**src/rtl/junction_car_detector.sv**
```systemverilog
// Junction car-sensor front end: synchronises loop sensors, counts waiting cars per road and
// raises D1/D2 demand while cars wait on red. Optional arrival debounce: define DEBOUNCE_EN.
module junction_car_detector #(
    parameter int CW              = 4,
    parameter int DEPART_CYCLES   = 2,
    parameter int DEBOUNCE_CYCLES = 3
) (
    input  logic          clock,
    input  logic          reset,
    input  logic          sense1,
    input  logic          sense2,
    input  logic [5:0]    lightseq,
    output logic          D1,
    output logic          D2,
    output logic [CW-1:0] count1,
    output logic [CW-1:0] count2,
    output logic          ovf1,
    output logic          ovf2
);

    // state   | meaning
    // IDLE    | no cars, road not green
    // WAITING | cars queued on a non-green road, demand asserted
    // SERVING | own green showing, cars departing
    localparam logic [1:0] IDLE    = 2'd0;
    localparam logic [1:0] WAITING = 2'd1;
    localparam logic [1:0] SERVING = 2'd2;

    localparam int TW  = (DEPART_CYCLES > 1) ? $clog2(DEPART_CYCLES) : 1;
    localparam int DBW = (DEBOUNCE_CYCLES > 1) ? $clog2(DEBOUNCE_CYCLES) : 1;
    localparam logic [CW-1:0] CNT_MAX = '1;
    localparam logic [TW-1:0] T_LAST  = TW'(DEPART_CYCLES - 1);

    logic [1:0] sense;
    logic [1:0] green;
    logic       unused_lights;

    assign sense         = {sense2, sense1};
    assign green         = {lightseq[0], lightseq[3]};
    assign unused_lights = ^{lightseq[5:4], lightseq[2:1]};

    for (genvar n = 0; n < 2; n++) begin : road
        logic          sync0, sync1;
        logic          arrival, departure;
        logic [CW-1:0] cnt, cnt_next;
        logic          ovf, ovf_set;
        logic [TW-1:0] timer;
        logic [1:0]    state, state_next;
        logic          demand;

        always_ff @(posedge clock or posedge reset) begin
            if (reset) begin
                sync0 <= 1'b0;
                sync1 <= 1'b0;
            end else begin
                sync0 <= sense[n];
                sync1 <= sync0;
            end
        end

`ifdef DEBOUNCE_EN
        localparam logic [DBW-1:0] RUN_LAST = DBW'(DEBOUNCE_CYCLES - 1);
        logic [DBW-1:0] run;
        logic           fired;

        // One pulse per high period, on its DEBOUNCE_CYCLES-th high cycle; re-armed by any low cycle.
        assign arrival = sync1 && !fired && (run == RUN_LAST);

        always_ff @(posedge clock or posedge reset) begin
            if (reset) begin
                run   <= '0;
                fired <= 1'b0;
            end else if (!sync1) begin
                run   <= '0;
                fired <= 1'b0;
            end else if (arrival) begin
                fired <= 1'b1;
            end else if (run != RUN_LAST) begin
                run <= run + 1'b1;
            end
        end
`else
        logic hist;

        always_ff @(posedge clock or posedge reset) begin
            if (reset) hist <= 1'b0;
            else       hist <= sync1;
        end

        assign arrival = sync1 && !hist;
`endif

        assign departure = green[n] && (timer == T_LAST) && (cnt != '0);

        // Partial green time is discarded whenever the road leaves green.
        always_ff @(posedge clock or posedge reset) begin
            if (reset)                timer <= '0;
            else if (!green[n])       timer <= '0;
            else if (timer == T_LAST) timer <= '0;
            else                      timer <= timer + 1'b1;
        end

        always_comb begin
            cnt_next = cnt;
            ovf_set  = 1'b0;
            if (arrival && !departure) begin
                if (cnt == CNT_MAX) ovf_set  = 1'b1;
                else                cnt_next = cnt + 1'b1;
            end else if (departure && !arrival) begin
                cnt_next = cnt - 1'b1;
            end
        end

        always_comb begin
            state_next = state;
            case (state)
                IDLE:    if (green[n])              state_next = SERVING;
                         else if (cnt_next != '0)   state_next = WAITING;
                WAITING: if (green[n])              state_next = SERVING;
                SERVING: if (!green[n])             state_next = (cnt_next != '0) ? WAITING : IDLE;
                default:                            state_next = IDLE;
            endcase
        end

        always_ff @(posedge clock or posedge reset) begin
            if (reset) begin
                cnt    <= '0;
                ovf    <= 1'b0;
                state  <= IDLE;
                demand <= 1'b0;
            end else begin
                cnt    <= cnt_next;
                ovf    <= ovf | ovf_set;
                state  <= state_next;
                demand <= (state_next == WAITING);
            end
        end
    end

    assign count1 = road[0].cnt;
    assign count2 = road[1].cnt;
    assign ovf1   = road[0].ovf;
    assign ovf2   = road[1].ovf;
    assign D1     = road[0].demand;
    assign D2     = road[1].demand;

endmodule

```
**config.mk**
```make
export PLATFORM = sky130hd
export DESIGN_NAME = junction_car_detector
export DESIGN_NICKNAME = d
export VERILOG_FILES = /design/src/rtl/junction_car_detector.sv
export SDC_FILE = /design/constraint.sdc
export NUM_CORES = 1
export LEC_CHECK = 0
export BUFFER_PORTS_ARGS = -buffer_cell sky130_fd_sc_hd__buf_2
export CAP_MARGIN = 25
export CORE_MARGIN = 2
export CORE_UTILIZATION = 47
export DETAILED_ROUTE_END_ITERATION = 16
export PLACE_DENSITY = 0.78
export SLEW_MARGIN = 5
export SYNTH_ARGS = -nofsm -noshare
export SYNTH_HDL_FRONTEND = slang
export SYNTH_SLANG_ARGS = --single-unit
```
**constraint.sdc**
```tcl
create_clock -name clock -period 5 [get_ports clock]
set_input_delay 0.5 -clock clock [delete_from_list [all_inputs] [get_ports clock]]
set_output_delay 0.5 -clock clock [all_outputs]
set_load 0.02 [all_outputs]
```
After elaboration in Yosys (flattened, before gate mapping) --
Index checks and enable logic that the tools add are counted. W data, S select, Z words.
Storage, ports and cells: output and inout bits 12, flip-flop bits (word level) 24, word-level logic and storage cells 80
Operators by class: reduce and logical (&&, ||, !) cells 22, eq/ne operators 8, bitwise operators 2, muxes and demuxes 26, $add $sub $neg 6
Operator list (number):
- $mux W4 | 6
- $mux W2 | 8
- $reduce_bool A4 Y1 | 4
- $pmux W2 S3 | 2
- $logic_and A1 B1 Y1 | 10
- $mux W1 | 10
- $add A4 B1 Y4 const B | 2
- $eq A2 B1 Y1 const B | 4
- $eq A4 B4 Y1 const B | 2
- $sub A4 B1 Y4 const B | 2
- $logic_not A1 Y1 | 6
- $eq A2 B2 Y1 const B | 2
- $logic_not A2 Y1 | 2
- $add A1 B1 Y1 const B | 2
- $or A1 B1 Y1 | 2

Depth between registers and ports, before layout --
depth after elaboration 11, depth in mapped cells 7

Worst setup path before layout --
Ideal clock, no wire load.
kind register to register, start point register road[0].cnt[0], in the netlist count1[0], end point register road[0].demand, in the netlist D1, library setup time 0.152 ns, path slack 3.031 ns, path buffers 0, required time 4.848 ns, arrival 1.817 ns, cell stages (with the launch flop) 8, path through dfrtp_1 inv_1 ha_1 or3b_1 a31oi_1 a221oi_1 a311oi_1 a31oi_1
On the way: word-level cells in the longest chain between the ends 10, elaborated cells on any way between the ends 18
Ends and longest elaborated chain:
- start: declaration | line 45 | logic [CW-1:0] cnt, cnt_next;
- start signal: assignment | line 132 | cnt <= cnt_next;
- parallel branches: the longest is 4 deep, another holds $sub A4 B1 Y4
- $mux W4 * | line 106 | if (arrival && !departure) begin
- named net road[0].cnt_next[0] | line 45
- $reduce_bool A4 Y1 * | line 118, 120
- $mux W1 or $mux W2 (tied branches) | line 120, 118
- $mux W2, on equally long branches | line 120, 117
- $pmux W2 S3 * | line 116 | case (state)
- $eq A2 B1 Y1 * | line 135 | demand <= (state_next == WAITING);
- end signal: assignment | line 135
- end: declaration | line 49 | logic demand;
Mark *: on every way through the listed nets, which the timed path passes.

Worst setup path in the final report --
Ends and elaborated chain as after synthesis.

==> impl_metrics.csv <==
group,metric,value,unit
run_status,status,"completed",
worst_setup_path,crit_arrival,2410,ps
finish,layout-drive-gt1-share,0.223,
drt,firstDrtPassIters,4,
clocking,post-cts-setup-buffers,0,
worst_setup_path,worst_setup_path_start_kind,"flop",
clocking,hold_buffers,0,
pwr,p_total,764,uW
clocking,clkLatencyLatePin,300,ps
die,row_count,18,
clocking,htreeDepth,1,
logic_synthesis,synth.distinct_cells,44,
clocking,clk_path_buf_depth,2,
finish,insertedDiodeCount,0,
worst_setup_path,cpMostUsedCell,"a31oi_1",
logic_synthesis,synth_compound_area_frac,0.243,
placed_design,gp_congestion,0.816,
clocking,cts.repair.resized,0,
die,die-area,0.00316,mm2
logic_synthesis,yosysTopAreaCell,"dfrtp_1",
min_path,worstHoldPathType,"in2reg",
sta,worstMarginPinSlew,879,ps
worst_setup_path,critPathMaxStageDelay,460,ps
logic_synthesis,synth.area.mux_share,0.00879,
die,start_util,0.508,
clocking,clockRootBuffer,"clkbuf_4",
grt,grt-ovfl-total,0,
drt,drc,0,
clocking,clkSinkCount,24,
die,die_x,56.2,um
sta,skew,1.58,ps
worst_setup_path,worstPathRequired,5170,ps
worst_setup_path,end_kind,"flop",
finish,area_delta_synth_final,10.1,%
placed_design,port_buffers,17,
logic_synthesis,synth_xor_area_frac,0,
logic_synthesis,synth_area_leaders,"dfrtp_1 (47%), ha_1 (3.9%), a21o_1 (3.5%)",
grt,grt_pass1_wl,4.15,mm
logic_synthesis,synth_area_per_cell,10.5,um2
finish,nNetsFinal,154,
drt,dr.first_iter.drc_count,16,
logic_synthesis,yosysSeqAreaShare,0.469,
drt,wl_per_cell,14.2,um
drt,dr_total_vias,1016,
finish,fillerInstances,246,
logic_synthesis,synth_top_family_by_area,"compound AO/OA/AOI/OAI gates",
logic_synthesis,ys_seq_elements,24,
finish,final_cell_mix,"dfrtp_1 (24), buf_2 (17), inv_1 (10)",
sta,slew_headroom,0.413,
logic_synthesis,yosys.area_share.simple,0.188,
logic_synthesis,async_reset_ff_frac,1.00,
grt,grt_pass1_vias,960,
sta,fin_crit,2240,ps
pwr,p_leak,0.000652,uW
die,die_y,56.2,um
grt,grt_max_degree,25,
grt,grt_usage,0.163,
die,core-area,0.00252,mm2
finish,post-route-util,0.559,
sta,finalCritPeriodShare,0.447,
logic_synthesis,synth_fa_ha_area_frac,0.0391,
logic_synthesis,synth_top_area_share,0.469,
worst_setup_path,worst-path-buf-inv,1,
logic_synthesis,synth_area,0.00128,mm2
pwr,power.density,542,mW/mm2
sta,fmax,447,MHz
logic_synthesis,synth-main-ff-cell,"dfrtp_1",
sta,finalWorstSetupSlack,2760,ps
sta,drv_slew,0,
worst_setup_path,slowest_stage,"dfrtp_1",
finish,mostFrequentLayoutCell,"dfrtp_1",
worst_setup_path,crit_chain,"inv_1, ha_1, or3b_1, a31oi_1, a221oi_1, a311oi_1, a31oi_1",
die,num_io_pins,22,
logic_synthesis,netlist_instances,122,
sta,finalHoldViolCount,0,
placed_design,hpwl,1.81,mm
worst_setup_path,worstSetupPathType,"reg2reg",
sta,setup_tns,0,ps
clocking,cts_tree,"done",
worst_setup_path,cpLargestDelayFamily,"compound AO/OA/AOI/OAI gates",
grt,antenna_found_initial,0,
run,maxCapViolCount,0,
placed_design,post-place-ws,2770,ps
clocking,path_clk_slew,120,ps
sta,setup_viol,0,
worst_setup_path,crit_fanout,7,
logic_synthesis,yosysWarnings,0,
clocking,cts_buffers,3,
drt,drt-total-wl,2.40,mm
drt,viasPerCell,6.01,
pwr,peakVddDrop,286,uV
logic_synthesis,synthesis.nets,136,
drt,drtAntennaViolNets,0,
logic_synthesis,synth_edf_count,0,
sta,rsz0062_at_grt,"false",
final cells by class:
class	instances	area (um2)	area share
multi-input cells	84	613	0.435
flip-flops and latches	24	601	0.426
repair buffers	17	85.1	0.0603
inverters	10	37.5	0.0266
well taps	30	37.5	0.0266
clock buffers	4	36.3	0.0257
metal layers:
layer,track usage,vias up,share of wire
li1,-,493,-
met1,0.216,499,0.47
met2,0.264,22,0.48
met3,0.0512,2,0.051
met4,0.0306,0,0.0042
met5,0,-,0
metrics by stage:
| stage | instances | instance area [um2] | hold slack [ps] |
|---|---|---|---|
| floorplan | 122 | 1280 | 331 |
| global placement | 165 | 1370 | 334 |
| detailed placement | 165 | 1370 | 342 |
| CTS | 169 | 1410 | 279 |
| global route | 169 | 1410 | 255 |
| finish | 169 | 1410 | 291 |
cells in the mapped netlist (2+ instances only):
library cell / instances
a21boi_0: 2
a21o_1: 6
a21o_2: 2
a21oi_1: 3
a221oi_1: 2
a311oi_1: 2
a31oi_1: 7
and2_1: 4
buf_6: 2
clkbuf_1: 2
dfrtp_1: 24
ha_1: 4
inv_1: 10
nand2_1: 4
nand2b_1: 5
nand3_1: 5
nand3b_1: 2
nand4_1: 3
nor2b_1: 3
nor3_1: 2
nor3b_1: 2
o211ai_1: 2
o21ai_0: 3
kinds of logic after synthesis:
| group | Yosys count |
|---|---|
| AOI/OAI and AO/OA | 41 |
| adders and majority gates | 4 |
| buffers and inverters | 14 |
| DFF | 24 |
| muxes | 1 |
| and+or+nand+nor | 38 |
state kept, by name (all words and copies together), names as in the netlist:
register	count
D1	1
road.sync1	2
ovf2	1
D2	1
road.hist	2
count2	4
road.state	4
ovf1	1
road.timer	2
road.sync0	2
count1	4
worst paths after layout:
check                               from       endpoint  slack (ps)  cells past startpoint
max                            count1[0]             D1        2760                      7
min                               sense1  road[0].sync0         290                      1
max reg2reg                    count1[0]             D1        2760                      7
min reg2reg                road[0].sync0  road[0].sync1         370                      0
max in group asynchronous          reset   road[0].hist        4110                      2
min in group asynchronous          reset           ovf1         360                      2
power by group:
group | switching [uW] | total [uW] | internal, uW
registers | 72.9 | 317 | 244
logic | 198 | 350 | 151
clock network | 52.6 | 97.1 | 44.4
total | 324 | 764 | 440
No activity file was read; power rests on OpenSTA's default activity.
